File: src/rtl/sync_down_counter_pkg.sv
// Shared types and defaults for the synchronous loadable down counter.
package sync_down_counter_pkg;

   localparam int DEFAULT_WIDTH = 4;

   typedef enum logic [1:0] {
      ST_IDLE = 2'd0,
      ST_RUN  = 2'd1,
      ST_DONE = 2'd2
   } state_t;

endpackage

File: src/rtl/sync_down_counter_fsm.sv
// Run/terminal-count control for sync_down_counter: decodes load/start/en and
// the count flags into datapath strobes, and registers busy/done.
module sync_down_counter_fsm
   import sync_down_counter_pkg::*;
(
   input  logic clk,
   input  logic rst,
   input  logic load,
   input  logic start,
   input  logic en,
   input  logic q_zero,
   input  logic q_one,
   input  logic auto_rl,
   output logic dec,
   output logic ld,
   output logic go,
   output logic busy,
   output logic done
);

   state_t state_q, state_d;
   logic   busy_q, busy_d;
   logic   done_q, done_d;

   always_comb begin
      state_d = state_q;
      dec     = 1'b0;
      ld      = 1'b0;
      go      = 1'b0;
      if (load) begin
         ld      = 1'b1;
         state_d = ST_IDLE;
      end else begin
         case (state_q)
            ST_IDLE: if (start) state_d = q_zero ? ST_DONE : ST_RUN;
            ST_RUN: begin
               if (en) begin
                  dec = 1'b1;
                  if (q_one) state_d = ST_DONE;
               end
            end
            ST_DONE: begin
               // auto_rl is tied low unless periodic reload is built in
               if (auto_rl) begin
                  go      = 1'b1;
                  state_d = ST_RUN;
               end else begin
                  state_d = ST_IDLE;
               end
            end
            default: state_d = ST_IDLE;
         endcase
      end
      busy_d = (state_d == ST_RUN);
      done_d = (state_d == ST_DONE);
   end

   always_ff @(posedge clk) begin
      if (rst) begin
         state_q <= ST_IDLE;
         busy_q  <= 1'b0;
         done_q  <= 1'b0;
      end else begin
         state_q <= state_d;
         busy_q  <= busy_d;
         done_q  <= done_d;
      end
   end

   assign busy = busy_q;
   assign done = done_q;

endmodule

File: src/rtl/sync_down_counter.sv
// Synchronous loadable WIDTH-bit down counter with one-cycle done pulse.
// Define SYNC_DOWN_COUNTER_AUTO_RELOAD_EN for periodic reload from the last loaded value.
module sync_down_counter
   import sync_down_counter_pkg::*;
#(
   parameter int WIDTH = DEFAULT_WIDTH
) (
   input  logic             clk,
   input  logic             rst,
   input  logic             en,
   input  logic             load,
   input  logic [WIDTH-1:0] load_val,
   input  logic             start,
   output logic [WIDTH-1:0] q,
   output logic             tc,
   output logic             busy,
   output logic             done
);

   logic [WIDTH-1:0] q_q, q_d;
   logic [WIDTH-1:0] reload_q, reload_d;
   logic             dec, ld, go, auto_rl;

`ifdef SYNC_DOWN_COUNTER_AUTO_RELOAD_EN
   assign auto_rl = (reload_q != '0);
`else
   assign auto_rl = 1'b0;
`endif

   sync_down_counter_fsm u_fsm (
      .clk     (clk),
      .rst     (rst),
      .load    (load),
      .start   (start),
      .en      (en),
      .q_zero  (q_q == '0),
      .q_one   (q_q == WIDTH'(1)),
      .auto_rl (auto_rl),
      .dec     (dec),
      .ld      (ld),
      .go      (go),
      .busy    (busy),
      .done    (done)
   );

   always_comb begin
      q_d      = q_q;
      reload_d = reload_q;
      if (ld) begin
         q_d      = load_val;
         reload_d = load_val;
      end else if (go) begin
         q_d = reload_q;
      end else if (dec) begin
         q_d = q_q - WIDTH'(1);
      end
   end

   always_ff @(posedge clk) begin
      if (rst) begin
         q_q      <= '0;
         reload_q <= '0;
      end else begin
         q_q      <= q_d;
         reload_q <= reload_d;
      end
   end

   assign q  = q_q;
   assign tc = (q_q == '0);

endmodule
File: config.mk
export PLATFORM = sky130hd
export DESIGN_NAME = sync_down_counter
export DESIGN_NICKNAME = d
export VERILOG_FILES = /design/src/rtl/sync_down_counter_pkg.sv /design/src/rtl/sync_down_counter_fsm.sv /design/src/rtl/sync_down_counter.sv
export SDC_FILE = /design/constraint.sdc
export NUM_CORES = 1
export LEC_CHECK = 0
export CAP_MARGIN = 20
export CELL_PAD_IN_SITES_DETAIL_PLACEMENT = 0
export CELL_PAD_IN_SITES_GLOBAL_PLACEMENT = 1
export CORE_MARGIN = 2
export CORE_UTILIZATION = 27
export CTS_CLUSTER_SIZE = 8
export DETAILED_ROUTE_END_ITERATION = 16
export PLACE_DENSITY = 0.74
export REMOVE_ABC_BUFFERS = 1
export SLEW_MARGIN = 10
export SYNTH_ARGS = -nofsm -noshare
export SYNTH_HDL_FRONTEND = slang
export SYNTH_SLANG_ARGS = --single-unit
File: constraint.sdc
create_clock -name clk -period 1.6 [get_ports clk]
set_input_delay 0.48 -clock clk [delete_from_list [all_inputs] [get_ports clk]]
set_output_delay 0.48 -clock clk [all_outputs]
set_load 0.005 [all_outputs]
# After elaboration in Yosys (flattened, before gate mapping)
# Index checks and enable logic that the tools add are counted.
dict set report classes {
  n_addsub 1
  eq_ne 4
  n_mux 12
  n_reduce_logical 3
}
# cell n
set ops {}
lappend ops {{2-to-1 mux 2 bit} 5}
lappend ops {{2-to-1 mux 4 bit} 2}
lappend ops {{equality test 2 x 1 -> 1 bit (second input constant)} 2}
lappend ops {{equality test 4 x 1 -> 1 bit (second input constant)} 1}
lappend ops {{zero test 4 bit} 1}
lappend ops {{2-to-1 mux 1 bit} 4}
lappend ops {{case mux 2 bit (2 select lines)} 1}
lappend ops {{subtractor 4 x 1 -> 4 bit (second input constant)} 1}
lappend ops {{equality test 2 bit (second input constant)} 1}
lappend ops {{zero test 2 bit} 1}
lappend ops {{nonzero test 2 bit} 1}
dict set report word_totals {
  register_bits 8
  inputBits 9
  out_inout_bits 7
  wordCells 24
}

# Depth between registers and ports, before layout
# Gate-level depths: netlist of the first run.
dict set report depth {
  depth_word 6
  ltp_mapped 5
  depth_no_buf 5
}

# Hierarchy
# From an unflattened synthesis of the first run, not the netlist that was laid out.
dict set report unflattened {
  hier_cells 75
  hier_area_um2 641.9
}
# module instances cells_each area_per_inst_um2 seq_area_each_um2
set by_module_without_submodules {}
lappend by_module_without_submodules {sync_down_counter 1 55 444.2 160.2}
lappend by_module_without_submodules {sync_down_counter_fsm 1 20 197.7 80.1}

# Worst setup path before layout of the first run
# Ideal clock, no wire load.
dict set report synth_path {
  path_kind {register to register}
  startpoint {reg q_q[0], in the netlist q[0]}
  endpoint {reg u_fsm.busy_q, in the netlist u_fsm.busy}
  setup_ns 0.103
  arrival_ns 1.514
  required_ns 1.497
  slack_ns -0.017
  stages_incl_launch_ff 6
  n_path_buf 0
  cell_sequence {dfxtp_1 > inv_1 > ha_1 > nor3b_2 > or3b_4 > a2111oi_2}
}
dict set report synth_via {
  elab_chain_cells 6
  word_cells_on_any_way 9
  cone_classes {2 x eq/ne; 6 x mux; 1 x reduce/logical}
}
# element line_no
set synth_lines {}
lappend synth_lines {{from (decl)} sync_down_counter.sv:20} ;# logic [WIDTH-1:0] q_q, q_d;
lappend synth_lines {{from (signal assigned)} sync_down_counter.sv:64} ;# q_q <= q_d;
lappend synth_lines {{zero test 4 bit} -}
lappend synth_lines {{net tc} sync_down_counter.sv:15} ;# output logic tc,
lappend synth_lines {{2-to-1 mux 2 bit (2 in a row)} sync_down_counter_fsm.sv:35} ;# ST_IDLE: if (start) state_d = q_zero ? ST_DONE : ST_RUN;
lappend synth_lines {{case mux 2 bit (2 select lines)} sync_down_counter_fsm.sv:34} ;# case (state_q)
lappend synth_lines {{2-to-1 mux 2 bit} sync_down_counter_fsm.sv:30} ;# if (load) begin
lappend synth_lines {{equality test 2 x 1 -> 1 bit} sync_down_counter_fsm.sv:54} ;# busy_d = (state_d == ST_RUN);
lappend synth_lines {{to (signal assigned)} sync_down_counter_fsm.sv:65} ;# busy_q <= busy_d;
lappend synth_lines {{to (decl)} sync_down_counter_fsm.sv:22} ;# logic busy_q, busy_d;
# The timed path passes the listed nets, and every way through them passes these cells.
# A chain may end at the register's enable or synchronous reset.

# Worst setup path in the final report of the first run
dict set report layout_path {
  startpoint {reg q_q[0], in the netlist q[0]}
  endpoint {reg u_fsm.state_q[0]}
}
dict set report layout_via {
  elab_chain_cells 5
  word_cells_on_any_way 8
  cone_classes {1 x eq/ne; 6 x mux; 1 x reduce/logical}
}
# element line_no
set layout_lines {}
lappend layout_lines {{equality test 4 x 1 -> 1 bit or zero test 4 bit (tied branches)} {sync_down_counter.sv:37, sync_down_counter.sv:36}}
lappend layout_lines {{2-to-1 mux 2 bit (on tied branches)} {sync_down_counter_fsm.sv:39, sync_down_counter_fsm.sv:35}}
lappend layout_lines {{2-to-1 mux 2 bit (on tied branches)} {sync_down_counter_fsm.sv:37, sync_down_counter_fsm.sv:35}}
lappend layout_lines {{case mux 2 bit (2 select lines) *} sync_down_counter_fsm.sv:34}
lappend layout_lines {{2-to-1 mux 2 bit *} sync_down_counter_fsm.sv:30}
lappend layout_lines {{to (signal assigned)} sync_down_counter_fsm.sv:64} ;# state_q <= state_d;
lappend layout_lines {{to (decl)} sync_down_counter_fsm.sv:21} ;# state_t state_q, state_d;
# Every way passes the cells marked *; elsewhere a longest branch is shown, timed or not.

==> results.py, run 1 <==
metrics = {
    "layout": {
        "nets": 87,
        "drive_above_1_share_pct": 38.4,
        "antenna_cells": 0,
        "final_cell_mix": "12 x buf_4, 10 x clkdlybuf4s50_1, 4 x dlygate4sd2_1, 4 x dfxtp_2, 4 x dfxtp_1",
        "layout_commonest_cell": "buf_4",
        "syn_to_final_growth_pct": 71.1,
    },
    "power_and_ir_drop": {
        "leakagePower_nw": 0.301,
        "power_density_mw_per_mm2": 705,
        "vdd_drop_max_uv": 411,
        "fin_total_pwr_mw": 0.533,
    },
    "grt": {
        "grt_first_pass_wirelength_mm": 1.60,
        "grt_use_total_pct": 12.1,
        "antenna_found_initial": 0,
        "grt_overflow": 0,
        "grt_max_degree": 10,
        "grt_pass1_vias": 393,
    },
    "synthesis": {
        "syn_area_per_cell_um2": 9.81,
        "postSynthCellCount": 45,
        "ys.warnings.count": 0,
        "yosysTopAreaCellShare_pct": 36.3,
        "synth.distinct_cells": 21,
        "ys_seq_elements": 8,
        "ys_seq_area_share_pct": 36.3,
        "synthesis.area_um2": 442,
        "synth_area_leaders": "dfxtp_1 36%, ha_1 8.5%, a2111oi_2 6.8%",
        "synth_area_leader_cell": "dfxtp_1",
    },
    "setup_path": {
        "crit_path_start_kind": "register",
        "critPathKind": "reg -> reg",
        "cp_max_fo": 2,
        "crit_slowest_cell": "or3b_4",
        "worstSetupEndpointType": "register",
        "arrival_ns": 1.77,
        "regToRegStartpoint": "q[0]",
        "cp_cell_sequence": "inv_2 -> ha_4 -> nor3b_4 -> buf_4 -> or3b_4 -> a2111oi_4",
        "reg2reg_to": "u_fsm.state_q[0]",
        "required_ns": 1.75,
        "ff2ff_setup_slack_ns": -0.01,
        "max_stage_delay_ns": 0.42,
        "cp_num_buf_inv": 2,
        "rr_worst_depth": 6,
        "crit_family": "simple AND/OR/NAND/NOR gates",
    },
    "timing": {
        "hold_viol": 0,
        "rsz0062_at_grt": "true",
        "worst_pin_slew_ns": 0.426,
        "finalCritPeriodShare_pct": 101,
        "maxSlewViolCount": 0,
        "fmax_ghz": 0.619,
        "fin_ws_ns": -0.0149,
        "slew_headroom_pct": 71.5,
        "finalSetupViolCount": 2,
        "fin_worst_skew_ns": 0.00685,
        "holdWs_ns": 0.611,
        "period_minus_slack_ns": 1.61,
    },
    "floorplanning": {
        "die_area_mm2": 0.00198,
        "die_h_um": 44.4,
        "boundaryPins": 16,
        "core.rowCount": 14,
        "start_util_pct": 29.0,
        "die_w_um": 44.4,
        "core_mm2": 0.00152,
    },
    "placed_design": {
        "place_congestion": 0.727,
        "numPortBuffers": 15,
        "dpl.hpwl_um": 763,
    },
    "route": {
        "wirelength_mm": 1.04,
        "ant_nets": 0,
        "vias": 430,
        "dr.pass1.iters": 4,
        "wl_per_cell_um": 11.6,
        "drc": 0,
        "first_iter_violations": 5,
        "vias_per_cell": 4.83,
    },
    "worst_hold_path": {
        "hp-class": "reg -> reg",
        "min_from": "u_fsm.state_q[0]",
        "holdPathStages": 2,
        "min_to": "u_fsm.done",
    },
    "cts": {
        "clock_path_buffers": 2,
        "ctsHoldBuffers": 0,
        "clkSinkCount": 8,
        "clkTransAtPathRegs_ns": 0.06,
        "clkLatencyLatePin_ns": 0.26,
        "cts_tree": "yes",
        "htree_levels": 1,
        "cts_buffers": 3,
        "cts-root-buf": "clkbuf_4",
    },
    "outcome": {
        "status": "complete, but fails checks",
        "violations": "setup timing",
    },
    "job": {
        "cap_violations": 0,
    },
}
-- worst reg2reg max path: stages (launching register included) --
cell and delay [ns]:
dfxtp_2 0.34, inv_2 0.05, ha_4 0.15, nor3b_4 0.14, buf_4 0.13, or3b_4 0.42, a2111oi_4 0.29
-- cell type report --
type                            count  area, um2
Multi-Input combinational cell     30        299
Inverter                            5       18.8
Sequential cell                     8        165
Tap cell                           16       20.0
Fill cell                         141        768
Timing Repair Buffer               27        230
Clock buffer                        3       22.5
-- metrics by stage --
| step | util (%) | area (um2) | setup slack, ns | instances | TNS (ns) |
|---|---|---|---|---|---|
| 6_report | 49.6 | 756 | -0.0149 | 89 | -0.0264 |
| 5_1_grt | 49.6 | 756 | -0.0645 | 89 | -0.165 |
| 4_1_cts | 48.9 | 746 | -0.00771 | 89 | -0.0145 |
| 3_5_place_dp | 45.1 | 687 | -0.204 | 85 | -0.971 |
| 3_3_place_gp | 45.1 | 687 | -0.185 | 85 | -0.917 |
| 2_1_floorplan | - | 434 | -0.0174 | 43 | -0.0348 |
-- worst max-delay path by stage --
| stage | from | to | slack (ns) | cells past startpoint |
|---|---|---|---|---|
| after CTS | q[1] | u_fsm.busy | -0.008 | 6 |
| after floorplan | q[0] | u_fsm.busy | -0.02 | 5 |
| after global routing | q[0] | u_fsm.busy | -0.06 | 6 |
| after detailed placement | start | u_fsm.busy | -0.20 | 3 |
| after global placement | start | u_fsm.state_q[0] | -0.18 | 3 |
| final | q[0] | u_fsm.state_q[0] | -0.01 | 6 |
-- where the power goes --
group          leakage (nW)  switching [mW]  internal [mW]
Combinational         0.220          0.0600         0.0937
Sequential           0.0670          0.0112          0.213
Clock                0.0138          0.0693         0.0859
-- logic make-up after synthesis --
kind of cell,count (synthesis),share of synthesized area [%]
buf+inv,7,5.95
flops,8,36.3
simple gates,11,18.1
mux,1,2.55
xor+xnor,2,3.97
compound gates,13,24.6
fa+ha+maj,3,8.50
-- layer usage --
| layer | vias up | global-route usage [%] | routed length, um |
|---|---|---|---|
| met5 | - | 0 | 0 |
| met4 | 0 | 7.27 | 14 |
| met3 | 2 | 6.94 | 96 |
| met2 | 23 | 18.8 | 485 |
| met1 | 181 | 12.7 | 440 |
| li1 | 224 | - | - |
-- flip-flops by register name, indices dropped and copies added, names as in the netlist --
signal and cells:
u_fsm.done 1, u_fsm.state_q 2, q 4, u_fsm.busy 1
-- synth_stat cells (all sizes together) --
master and number:
nand4b 1, o21a 3, xnor2 2, nor3 1
or3 1, inv 5, nand4 1, a2111oi 4
dfxtp 8, nand2 1, ha 3, buf 2
a21oi 3, o31a 1, nor2 1, o31ai 2
nor3b 1, nand3b 3, mux2 1, or3b 1
-- timing repair --
action                     in CTS  in global routing
setup endpoints to repair       7                  4
cloned                          0                  0
resized for setup              18                  1
pin swaps                       4                  0
buffers inserted                1                  0
Power figures use the tool's default switching activity.
==> inputs of run 2 (changes only) <==
ABC_CLOCK_PERIOD_IN_PS = 1600   (was not set)
PLACE_DENSITY = not set   (was 0.74)
PLACE_DENSITY_LB_ADDON = 0.08   (was not set)
==> run 2 against run 1 <==
Net effect:
- the run still ends with setup timing left
- combinational power up 6%
- clock power is essentially flat
- sequential share of layout area down 0.84 points
- clock skew up 0.0023 ns
- final cell count grew 4.5%
- core utilization is 2.0 points higher
==> results.py, run 2 (synthesis results as in run 1) <==
metrics = {
    "outcome": {
        "status": "complete, but fails checks",
        "violations": "setup timing",
    },
    "route": {
        "vias": 448,
        "ant_nets": 0,
        "wirelength_mm": 1.08,
        "drc": 0,
        "vias_per_cell": 4.82,
        "first_iter_violations": 3,
        "wl_per_cell_um": 11.6,
        "dr.pass1.iters": 4,
    },
    "power_and_ir_drop": {
        "netSwitchingFraction_pct": 26.2,
        "power_density_mw_per_mm2": 689,
        "power_frac_seq_pct": 40.9,
        "vdd_drop_max_uv": 356,
        "power.net_switching_mw": 0.142,
        "intPower_mw": 0.400,
        "pwr-share-comb_pct": 30.2,
        "leakagePower_nw": 0.321,
        "fin_total_pwr_mw": 0.542,
        "clkPwrFrac_pct": 28.8,
    },
    "cts": {
        "clkSinkCount": 8,
        "htree_levels": 1,
        "cts_buffers": 3,
        "cts_tree": "yes",
        "clkTransAtPathRegs_ns": 0.06,
        "clkLatencyLatePin_ns": 0.25,
        "clock_path_buffers": 2,
        "cts-root-buf": "clkbuf_4",
    },
    "placed_design": {
        "numPortBuffers": 15,
        "place_inst": 87,
        "dpl.hpwl_um": 838,
        "place_congestion": 0.713,
    },
    "layout": {
        "regArea_um2": 165,
        "fillers": 152,
        "nets": 91,
        "syn_to_final_growth_pct": 77.9,
        "layout_commonest_cell": "buf_4",
        "antenna_cells": 0,
        "drive_above_1_share_pct": 42.9,
        "multi_input_area_um2": 295,
        "final_cells": 93,
        "largest_reg_flops": 4,
        "final_cell_mix": "15 x buf_4, 10 x clkdlybuf4s50_1, 4 x dlygate4sd2_1, 4 x dfxtp_2, 4 x dfxtp_1",
    },
    "worst_hold_path": {
        "hp-class": "reg -> reg",
        "holdPathStages": 2,
    },
    "floorplanning": {
        "die_w_um": 44.4,
        "boundaryPins": 16,
        "start_util_pct": 29.0,
        "die_area_mm2": 0.00198,
        "die_h_um": 44.4,
        "core_mm2": 0.00152,
        "core.rowCount": 14,
    },
    "grt": {
        "grt_use_total_pct": 13.0,
        "grt_first_pass_wirelength_mm": 1.80,
        "grt_pass1_vias": 417,
        "grt_max_degree": 9,
        "grt_overflow": 0,
        "antenna_found_initial": 0,
    },
    "setup_path": {
        "ff2ff_setup_slack_ns": -0.004,
        "cp_max_fo": 2,
        "rr_worst_depth": 6,
        "critPathKind": "reg -> reg",
        "required_ns": 1.75,
        "worstSetupEndpointType": "register",
        "arrival_ns": 1.75,
        "crit_path_start_kind": "register",
    },
    "timing": {
        "finalCritPeriodShare_pct": 100,
        "maxSlewViolCount": 0,
        "worst_pin_slew_ns": 0.308,
        "finalSetupViolCount": 2,
        "fin_ws_ns": -0.00412,
        "fin_worst_skew_ns": 0.00919,
        "rsz0062_at_grt": "true",
        "hold_viol": 0,
        "holdWs_ns": 0.635,
        "slew_headroom_pct": 79.0,
        "finalSetupTns_ns": -0.00417,
        "period_minus_slack_ns": 1.60,
        "fmax_ghz": 0.623,
    },
    "job": {
        "cap_violations": 0,
    },
}
run 2: cell count changes in the layout (fill, tap and decap cells not counted):
cell	previous run	this run
a2111oi_0	2	1
a2111oi_2	0	1
buf_4	12	15
buf_6	0	1
ha_2	0	1
ha_4	1	0
run 2: cell type report:
| cell class | instances | area share, % |
|---|---|---|
| multi-input cells | 30 | 37.6 |
| repair buffers | 31 | 33.6 |
| flip-flops and latches | 8 | 21.0 |
| clock buffers | 3 | 2.87 |
| well taps | 16 | 2.55 |
| inverters | 5 | 2.39 |
run 2: stage by stage:
step	area [um2]	setup slack, ns	utilization, %
6_report	786	-0.00412	51.6
3_3_place_gp	702	-0.182	46.1
3_5_place_dp	702	-0.215	46.1
4_1_cts	779	-0.0324	51.1
5_1_grt	786	-0.0425	51.6
2_1_floorplan	434	-0.0174	-
run 2: layer usage:
layer	vias up	routed length, um	GRT usage [%]	part of all wire [%]
met5	-	0	0	0
met3	2	41	4.90	3.8
met1	203	511	16.4	47
li1	231	-	-	-
met2	12	515	18.8	48
met4	0	8	7.27	0.74
run 2: repair_timing:
| item | CTS | global route |
|---|---|---|
| endpoints found under the setup margin | 7 | 4 |
| pin swaps | 3 | 1 |
| endpoints found under the hold margin | 0 | 0 |
| hold buffers | 0 | 0 |
| gates resized for setup | 19 | 2 |
| setup buffers | 3 | 0 |
run 2: final timing paths:
kind | start | end
worst min-delay path | u_fsm.state_q[0] | u_fsm.done
worst min register to register | u_fsm.state_q[0] | u_fsm.done
worst max-delay path | q[0] | u_fsm.busy
worst max register to register | q[0] | u_fsm.busy
run 2: power by group through the flow:
stage / registers [mW] / logic (mW) / clock network [mW]
final: 0.222 / 0.164 / 0.156
after global routing: 0.223 / 0.179 / 0.173
after CTS: 0.221 / 0.164 / 0.165
after detailed placement: 0.225 / 0.148 / 0
after global placement: 0.225 / 0.147 / 0
after floorplan: 0.228 / 0.0499 / 0
run 2: worst max-delay path, stage by stage (launching register included):
cell	delay, ns
dfxtp_2	0.33
inv_2	0.04
ha_2	0.16
nor3b_4	0.14
buf_4	0.13
or3b_4	0.40
a2111oi_4	0.29
==> inputs of run 3 (changes only) <==
CTS_BUF_LIST = sky130_fd_sc_hd__clkbuf_16   (was not set)
==> run 3 against run 2 <==
Net effect:
- largest cell class unchanged
- highest routed layer is now met3
- wire length increased by 1.2%
- clock skew shrank 0.0053 ns
- the run now ends clean
- critical path type unchanged
- combinational power about the same
- sequential power hardly changed
- die area is the same
==> results.py, run 3 (synthesis results as in run 1) <==
metrics = {
    "outcome": {
        "status": "completed",
    },
    "cts": {
        "clkSinkCount": 8,
        "cts-root-buf": "clkbuf_16",
        "clkTransAtPathRegs_ns": 0.04,
        "htree_levels": 1,
        "clkLatencyLatePin_ns": 0.23,
        "cts_tree": "yes",
        "clock_path_buffers": 2,
        "cts_buffers": 3,
    },
    "setup_path": {
        "worstSetupEndpointType": "register",
        "crit_slowest_cell": "or3b_4",
        "required_ns": 1.73,
        "reg2reg_to": "u_fsm.busy",
        "ff2ff_setup_slack_ns": 0.02,
        "cp_max_fo": 2,
        "regToRegStartpoint": "q[0]",
        "critPathKind": "reg -> reg",
        "rr_worst_depth": 6,
        "max_stage_delay_ns": 0.40,
        "arrival_ns": 1.71,
        "crit_path_start_kind": "register",
        "cp_cell_sequence": "inv_2 -> ha_4 -> nor3b_4 -> buf_4 -> or3b_4 -> a2111oi_4",
    },
    "worst_hold_path": {
        "min_to": "u_fsm.state_q[1]",
        "hp-class": "reg -> reg",
        "min_from": "u_fsm.state_q[0]",
        "holdPathStages": 2,
    },
    "layout": {
        "nets": 90,
        "final_cell_mix": "14 x buf_4, 9 x clkdlybuf4s50_1, 4 x dlygate4sd2_1, 4 x dfxtp_2, 4 x dfxtp_1",
        "regArea_um2": 165,
        "multi_input_area_um2": 300,
        "antenna_cells": 0,
        "drive_above_1_share_pct": 40.8,
        "fillers": 149,
        "syn_to_final_growth_pct": 89.8,
        "largest_reg_flops": 4,
        "layout_commonest_cell": "buf_4",
        "utilization_pct": 55.0,
    },
    "timing": {
        "maxSlewViolCount": 0,
        "finalSetupViolCount": 0,
        "worst_pin_slew_ns": 0.308,
        "hold_viol": 0,
        "period_minus_slack_ns": 1.58,
        "finalSetupTns_ns": 0,
        "rsz0062_at_grt": "true",
        "slew_headroom_pct": 79.0,
        "fin_worst_skew_ns": 0.00393,
        "fmax_ghz": 0.635,
        "finalCritPeriodShare_pct": 98.5,
        "holdWs_ns": 0.617,
    },
    "route": {
        "dr.pass1.iters": 4,
        "first_iter_violations": 5,
        "drc": 0,
        "vias": 440,
        "wl_per_cell_um": 11.8,
        "wl_met2_um": 517,
        "wirelength_mm": 1.09,
        "vias_per_cell": 4.78,
        "wl_met1_um": 514,
        "top_layer_used": "met3",
        "met3_length_um": 58,
        "ant_nets": 0,
    },
    "grt": {
        "antenna_found_initial": 0,
        "grt_max_degree": 9,
        "grt_first_pass_wirelength_mm": 1.77,
        "grt_use_total_pct": 12.6,
        "grt_pass1_vias": 418,
        "grt_overflow": 0,
    },
    "placed_design": {
        "place_congestion": 0.713,
        "numPortBuffers": 15,
        "dpl.hpwl_um": 838,
    },
    "floorplanning": {
        "die_h_um": 44.4,
        "core.rowCount": 14,
        "die_w_um": 44.4,
        "core_mm2": 0.00152,
        "boundaryPins": 16,
        "die_area_mm2": 0.00198,
        "start_util_pct": 29.0,
    },
    "power_and_ir_drop": {
        "power_density_mw_per_mm2": 962,
        "vdd_drop_max_uv": 591,
        "leakagePower_nw": 0.350,
    },
    "job": {
        "cap_violations": 0,
    },
}
run 3: changes by cell type in the layout (fill, tap and decap cells not counted), sizes merged:
cell,before,now
clkdlybuf4s50,10,9
buf,17,16
dlymetal6s2s,0,1
run 3: critical path: cells and delay by family, from the launching register on:
family | cells | cell delay, ns
simple gates | 2 | 0.54
fa+ha+maj | 1 | 0.14
flops | 1 | 0.32
buf+inv | 2 | 0.18
compound gates | 1 | 0.29
run 3: layout make-up:
cell class	instances	share of cell area (%)
Timing Repair Buffer	30	30.9
Inverter	5	2.24
Multi-Input combinational cell	30	35.8
Sequential cell	8	19.7
Clock buffer	3	8.96
Tap cell	16	2.39
run 3: worst max path at each step:
stage,endpoint,slack [ns],depth (start not counted),start
2_1_floorplan,u_fsm.busy,-0.02,5,q[0]
3_3_place_gp,q[1],-0.18,4,en
3_5_place_dp,u_fsm.busy,-0.21,3,start
4_1_cts,u_fsm.busy,-0.01,6,q[0]
5_1_grt,u_fsm.state_q[0],-0.02,6,q[1]
6_report,u_fsm.busy,0.02,6,q[0]
run 3: metal layers:
metal / global-route usage, % / up-vias
li1: - / 229
met1: 15.9 / 196
met2: 18.8 / 15
met3: 4.90 / 0
met4: 5.45 / 0
met5: 0 / -
run 3: where the power goes:
group	switching, mW	total, mW	internal [mW]
registers	0.00872	0.223	0.214
clock network	0.0978	0.420	0.322
logic	0.0634	0.163	0.100
total	0.170	0.806	0.636
run 3: per-stage QoR:
step	worst slack, ns	area [um2]	power [mW]	cells
floorplan	-0.0174	434	0.278	43
global placement	-0.182	702	0.372	87
detailed placement	-0.215	702	0.373	87
CTS	-0.00960	835	0.816	92
global route	-0.0204	838	0.839	92
finish	0.0247	838	0.806	92
run 3: repair_timing:
action | 4_1_cts | 5_1_grt
gates cloned | 0 | 0
hold buffers | 0 | 0
resized for setup | 20 | 2
endpoints found under the setup margin | 7 | 4
setup buffers | 2 | 0
pin swaps | 4 | 2
